### src/rtl/blk_alloc_ctrl.sv
// blk_alloc_ctrl: converts packet length to blocks, occupies them one by one and queues addresses in an FWFT FIFO
module blk_alloc_ctrl #(
  parameter int AWIDTH      = 10,
  parameter int LEN_WIDTH   = 11,
  parameter int BW_LOG2     = 3,
  parameter int MAX_BLOCKS  = 128,
  parameter int FIFO_DEPTH  = 8,
  parameter int TIMEOUT_CYC = 64
) (
  input  logic                          clk,
  input  logic                          rst_n,
  input  logic                          alloc_req,
  input  logic [LEN_WIDTH-1:0]          alloc_len,
  output logic                          alloc_busy,
  output logic                          alloc_done,
  output logic                          alloc_rej,
  output logic                          alloc_err,
  output logic                          ocp_req,
  input  logic                          ocp_vld,
  input  logic [AWIDTH-1:0]             ocp_block_addr,
  input  logic [AWIDTH:0]               emp_block_num,
  input  logic                          mgr_full,
  output logic [AWIDTH-1:0]             addr_out,
  output logic                          addr_last,
  output logic                          addr_vld,
  input  logic                          addr_rdy,
  output logic [$clog2(FIFO_DEPTH):0]   fifo_cnt
);
  localparam int NBW = LEN_WIDTH + 1;
  localparam int PW  = $clog2(FIFO_DEPTH);
  localparam int CW  = PW + 1;
  localparam int TW  = $clog2(TIMEOUT_CYC + 1);
  typedef enum logic [2:0] {IDLE, CHECK, REQ, WAIT, DONE, ERR} state_t;
  state_t          state, state_nx;
  logic [NBW-1:0]  nblk, nblk_in, blk_cnt, blk_cnt_nx;
  logic [TW-1:0]   tmo, tmo_nx;
  logic            ocp_nx, busy_nx, done_nx, rej_nx, err_nx;
  logic            push, pop, last, reject, full;
  logic [AWIDTH:0] mem [FIFO_DEPTH];
  logic [PW-1:0]   wr_ptr, rd_ptr;
  assign nblk_in  = ({1'b0, alloc_len} + NBW'(2 ** BW_LOG2 - 1)) >> BW_LOG2;
  assign reject   = nblk == '0 || 32'(nblk) > 32'(MAX_BLOCKS) || 32'(nblk) > 32'(emp_block_num) || mgr_full;
  assign last     = blk_cnt == nblk - NBW'(1);
  assign full     = fifo_cnt == CW'(FIFO_DEPTH);
  assign pop      = addr_vld && addr_rdy;
  assign addr_vld = fifo_cnt != '0;
  assign addr_out  = mem[rd_ptr][AWIDTH:1];
  assign addr_last = mem[rd_ptr][0];
  always_comb begin
    state_nx   = state;
    ocp_nx     = 1'b0;
    busy_nx    = alloc_busy;
    done_nx    = 1'b0;
    rej_nx     = 1'b0;
    err_nx     = alloc_err;
    blk_cnt_nx = blk_cnt;
    tmo_nx     = tmo;
    push       = 1'b0;
    case (state)
      IDLE: if (alloc_req) begin
        state_nx = CHECK;
        busy_nx  = 1'b1;
      end
      CHECK: if (reject) begin
        state_nx = IDLE;
        rej_nx   = 1'b1;
        busy_nx  = 1'b0;
      end else begin
        state_nx   = REQ;
        blk_cnt_nx = '0;
      end
      REQ: if (!full) begin
        state_nx = WAIT;
        ocp_nx   = 1'b1;
        tmo_nx   = '0;
      end
      WAIT: if (ocp_vld) begin
        push       = 1'b1;
        blk_cnt_nx = blk_cnt + NBW'(1);
        state_nx   = last ? DONE : REQ;
      end else if (tmo == TW'(TIMEOUT_CYC - 1)) begin
        state_nx = ERR;
        err_nx   = 1'b1;
      end else begin
        ocp_nx = 1'b1;
        tmo_nx = tmo + TW'(1);
      end
      DONE: begin
        state_nx = IDLE;
        done_nx  = 1'b1;
        busy_nx  = 1'b0;
      end
      ERR: state_nx = ERR;
      default: state_nx = IDLE;
    endcase
  end
  always_ff @(posedge clk or negedge rst_n)
    if (!rst_n) begin
      state      <= IDLE;
      nblk       <= '0;
      blk_cnt    <= '0;
      tmo        <= '0;
      ocp_req    <= 1'b0;
      alloc_busy <= 1'b0;
      alloc_done <= 1'b0;
      alloc_rej  <= 1'b0;
      alloc_err  <= 1'b0;
      wr_ptr     <= '0;
      rd_ptr     <= '0;
      fifo_cnt   <= '0;
      for (int i = 0; i < FIFO_DEPTH; i++) mem[i] <= '0;
    end else begin
      state      <= state_nx;
      blk_cnt    <= blk_cnt_nx;
      tmo        <= tmo_nx;
      ocp_req    <= ocp_nx;
      alloc_busy <= busy_nx;
      alloc_done <= done_nx;
      alloc_rej  <= rej_nx;
      alloc_err  <= err_nx;
      if (state == IDLE && alloc_req) nblk <= nblk_in;
      if (push) begin
        mem[wr_ptr] <= {ocp_block_addr, last};
        wr_ptr      <= wr_ptr + PW'(1);
      end
      if (pop) rd_ptr <= rd_ptr + PW'(1);
      fifo_cnt <= fifo_cnt + CW'(push) - CW'(pop);
    end
endmodule

### config.mk
export PLATFORM = sky130hd
export DESIGN_NAME = blk_alloc_ctrl
export DESIGN_NICKNAME = d
export VERILOG_FILES = /design/src/rtl/blk_alloc_ctrl.sv
export SDC_FILE = /design/constraint.sdc
export NUM_CORES = 1
export LEC_CHECK = 0
export ABC_AREA = 0
export CORE_ASPECT_RATIO = 0.6
export CORE_MARGIN = 4
export CORE_UTILIZATION = 58
export CTS_CLUSTER_DIAMETER = 120
export CTS_CLUSTER_SIZE = 10
export DETAILED_ROUTE_END_ITERATION = 7
export GPL_TIMING_DRIVEN = 0
export PLACE_DENSITY = 0.8
export SKIP_LAST_GASP = 1
export SYNTH_ARGS = -nofsm -noshare
export SYNTH_HDL_FRONTEND = slang
export SYNTH_SLANG_ARGS = --single-unit
### constraint.sdc
create_clock -name clk -period 3.3 [get_ports clk]
set_clock_uncertainty 0.15 [all_clocks]
set_input_delay 0.33 -clock clk [delete_from_list [all_inputs] [get_ports clk]]
set_output_delay 0.33 -clock clk [all_outputs]
set_load 0.01 [all_outputs]
==> flow_summary.json, run 1 <==
{
  "unrepaired_setup_endpoints_after_global_routing": "no",
  "grt_first_pass_wirelength_mm": 25.84,
  "drt_iter0_markers": 340,
  "ys.warnings.count": 0,
  "post_drt_via_cell_ratio": 5.819,
  "r2r_start": "nblk[0]",
  "max_slew_margin_pct": 18.67,
  "outcome": "completed",
  "starting_density_of_the_core_pct": 59.99,
  "final-max-slew-violation-count": 0,
  "worst-path-stages": 4,
  "p_sw_share_pct": 34.78,
  "clock_sinks": 134,
  "maxCapViolCount": 0,
  "antenna-diode-count": 0,
  "net-switching-power_mw": 2.728,
  "groute.usage.overall_pct": 24.47,
  "placeableCoreArea_um2": 11410,
  "path_cells": "clkbuf_1 > mux4_2 > mux2_2 > clkdlybuf4s50_1",
  "detail_route.drc_violations": 0,
  "yosys.cell_types.count": 58,
  "synth_flop_cell": "sky130_fd_sc_hd__dfrtp_1",
  "finalPower_mw": 7.842,
  "tightest_slew_ns": 1.210,
  "htree_levels": 4,
  "worst_setup_path_startpoint": "rd_ptr[1]",
  "share_seq_of_total_power_pct": 35.6,
  "area_growth_syn_to_layout_pct": 20.47,
  "maximum_number_of_pins_on_one_net_before_global_route_repair": 94,
  "netlist_instances": 599,
  "r2r_cells": 9,
  "cts-buffers-inserted": 17,
  "dpl_cell_area_um2": 7655,
  "clk_latency_ns": 0.42,
  "fmax_mhz": 310.2,
  "min_path_type": "in -> async",
  "crit_end": "addr_out[2]",
  "routedWlPerCell_um": 18.81,
  "detail_route.wirelength_mm": 15.99,
  "power_frac_clock_pct": 23.6,
  "synth_area_um2": 6845,
  "max-vdd-ir-drop_v": 0.0005479,
  "cts_tree": "built",
  "die-height_um": 92.15,
  "cell_internal_pwr_mw": 5.115,
  "dr.pass1.iters": 6,
  "ys_seq_elements": 134,
  "synth.net_count": 658,
  "num-nets-final": 736,
  "finalWeightedCongestion": 0.8473,
  "power.combinational.fraction_pct": 40.8,
  "timing.final.crit_period_ns": 3.224,
  "syn_area_per_cell_um2": 11.43,
  "synth_seq_area_share_pct": 48.99,
  "static-leakage-power_nw": 3.663,
  "critical_path.max_stage_delay_ns": 0.62,
  "critical-path-slowest-cell": "sky130_fd_sc_hd__clkbuf_1",
  "crit_fanout": 10,
  "finalCritPeriodShare_pct": 97.70,
  "finalSetupViolations": 0,
  "dr_total_vias": 4946,
  "hold_viol": 0,
  "clk_root_buffer_cell": "sky130_fd_sc_hd__clkbuf_16",
  "clk_pin_slew_worst_paths_ns": 0.06,
  "hpwl_mm": 11.15,
  "ff_to_ff_end": "blk_cnt[10]",
  "start_kind": "flip-flop",
  "critical_path_required_ns": 2.82,
  "async_reset_ff_share_pct": 100.0,
  "powerDensity_nw_per_um2": 951.0,
  "fill_cell_total_of_the_finished_layout": 771,
  "rows": 30,
  "sum_of_overflow_across_all_layers_after_global_routing": 0,
  "design.portCount": 59,
  "grt_antenna_before_repair": 0,
  "buffer_ports.inserted": 58,
  "bufs_on_longest_clock_path": 2,
  "end_kind": "output port",
  "timing.critical_path.max_delay_family": "buffers and inverters",
  "die_width_um": 148.3,
  "post_cts_setup_driven_buffer_insertion_count": 0,
  "cp_data_arrival_time_ns": 2.74,
  "timing_worst_setup_path_type": "reg -> out",
  "timing.reg2reg.setup_slack_ns": 0.29,
  "final_cell_area_um2": 8247,
  "vias_in_the_first_global_route": 5027,
  "antenna_left": 0,
  "worstPathBufferInverterCount": 2,
  "die_footprint_um2": 13660,
  "synth_enable_flop_cells": 0,
  "layout-drive-gt1-share_pct": 21.74
}
-- final cells by class --
cell class	count	area [µm²]	share of cell area [%]
flip-flops and latches	134	3353	40.66
multi-input cells	413	3277	39.74
repair buffers	60	619.3	7.510
clock buffers	17	425.4	5.159
well taps	160	200.2	2.428
clock inverters	15	155.1	1.881
plain buffers	27	126.4	1.532
inverters	24	90.09	1.092
-- synthesized netlist by cell type (all sizes together), types with 3 or more instances --
cell    instances  area, µm²
a21oi          16      80.08
and3            5      31.28
buf            11      61.31
clkbuf         17      63.81
dfrtp         134       3353
ha             20      250.2
inv            24      90.08
mux2           72      810.8
mux2i           4      40.04
mux4           22      495.5
nand2          96      360.4
nand2b          4      25.02
nand3          13      75.07
nand4           9      62.56
nand4b          3      26.28
nor2           41      156.4
nor2b           3      18.77
nor3            6      41.29
nor4            3      25.02
o21ai          21      105.1
or3             3      20.02
xnor2          16      140.1
xor2           22      192.7
-- layout by cell type (no fill, tap or decap), types with 3 or more instances in the layout --
cell type / instances
sky130_fd_sc_hd__clkbuf_1: 16
sky130_fd_sc_hd__xor2_1: 22
sky130_fd_sc_hd__clkinvlp_4: 6
sky130_fd_sc_hd__clkdlybuf4s50_1: 57
sky130_fd_sc_hd__buf_6: 3
sky130_fd_sc_hd__a21oi_1: 16
sky130_fd_sc_hd__mux4_2: 22
sky130_fd_sc_hd__mux2i_1: 4
sky130_fd_sc_hd__and3_1: 5
sky130_fd_sc_hd__buf_1: 5
sky130_fd_sc_hd__nor2_1: 40
sky130_fd_sc_hd__nand2b_1: 4
sky130_fd_sc_hd__clkbuf_16: 17
sky130_fd_sc_hd__clkinv_2: 3
sky130_fd_sc_hd__o21ai_1: 6
sky130_fd_sc_hd__nand4_1: 8
sky130_fd_sc_hd__mux2_2: 72
sky130_fd_sc_hd__ha_1: 20
sky130_fd_sc_hd__nand2_1: 96
sky130_fd_sc_hd__o21ai_0: 15
sky130_fd_sc_hd__nand4b_1: 3
sky130_fd_sc_hd__nand3_1: 11
sky130_fd_sc_hd__nor3_1: 5
sky130_fd_sc_hd__dfrtp_1: 134
sky130_fd_sc_hd__inv_1: 23
sky130_fd_sc_hd__nor2b_1: 3
sky130_fd_sc_hd__xnor2_1: 16
-- sequential cells by signal (all words and copies together), names as in the netlist --
name and count:
alloc_busy 1, alloc_done 1, alloc_err 1, alloc_rej 1, blk_cnt 12, fifo_cnt 4, mem 88, nblk 9
ocp_req 1, rd_ptr 3, state 3, tmo 7, wr_ptr 3
-- power groups by stage --
stage | registers, mW | clock network [mW] | logic, mW
after global placement | 2.73 | 0 | 3.04
after floorplan | 2.63 | 0 | 2.22
after detailed placement | 2.77 | 0 | 3.17
after global routing | 2.86 | 1.95 | 3.48
final | 2.79 | 1.85 | 3.20
after CTS | 2.76 | 1.86 | 3.23
-- cells by family after synthesis --
family	Yosys count	synth area share [%]
muxes	98	19.67
buffers and inverters	52	3.144
adders and majority gates	21	3.948
and+or+nand+nor	197	13.67
xor gates and xnor gates	38	4.862
DFF	134	48.99
AOI/OAI and AO/OA	59	5.721
-- routing by layer --
metal | vias to the layer above | GRT usage (%) | part of all wire (%)
met5 | - | 0 | 0
met4 | 0 | 7.071 | 1.6
met3 | 32 | 7.358 | 8.0
met2 | 196 | 36.39 | 45
met1 | 2462 | 35.12 | 46
li1 | 2256 | - | -
-- per-stage QoR --
step	setup WS, ns	TNS (ns)	instances	hold WS (ns)	util (%)
floorplan	0.9401	0	599	-0.1156	-
finish	0.07589	0	850	0.2531	72.27
detailed placement	0.03348	0	818	0.1343	67.08
global placement	-3.376	-450.71	817	0.3029	66.83
global route	0.02100	0	850	0.3058	72.27
CTS	0.001172	0	851	0.2618	72.30
-- timing repair --
action / in CTS / in global routing
endpoints found under the setup margin: 11 / 11
cloned: 0 / 0
gates resized for setup: 2 / 0
pin swaps: 0 / 0
hold buffers: 1 / 0
hold endpoints to repair: 41 / 0
-- worst min-delay path by stage --
stage	end	depth (start not counted)
after floorplan	alloc_busy	0
after global placement	mem[46]	2
after detailed placement	blk_cnt[3]	1
after CTS	nblk[6]	2
after global routing	nblk[6]	2
final	nblk[6]	2
No activity file was read; power rests on OpenSTA's default activity.
==> run 2, diff against run 1 <==
--- a/config.mk
+++ b/config.mk
@@ -9,7 +9,6 @@
 export CORE_ASPECT_RATIO = 0.6
 export CORE_MARGIN = 4
 export CORE_UTILIZATION = 58
-export CTS_CLUSTER_DIAMETER = 120
 export CTS_CLUSTER_SIZE = 10
 export DETAILED_ROUTE_END_ITERATION = 7
 export GPL_TIMING_DRIVEN = 0
==> results of run 2 <==
Same layout as run 1: the final DEF is identical, and so are final timing and power.
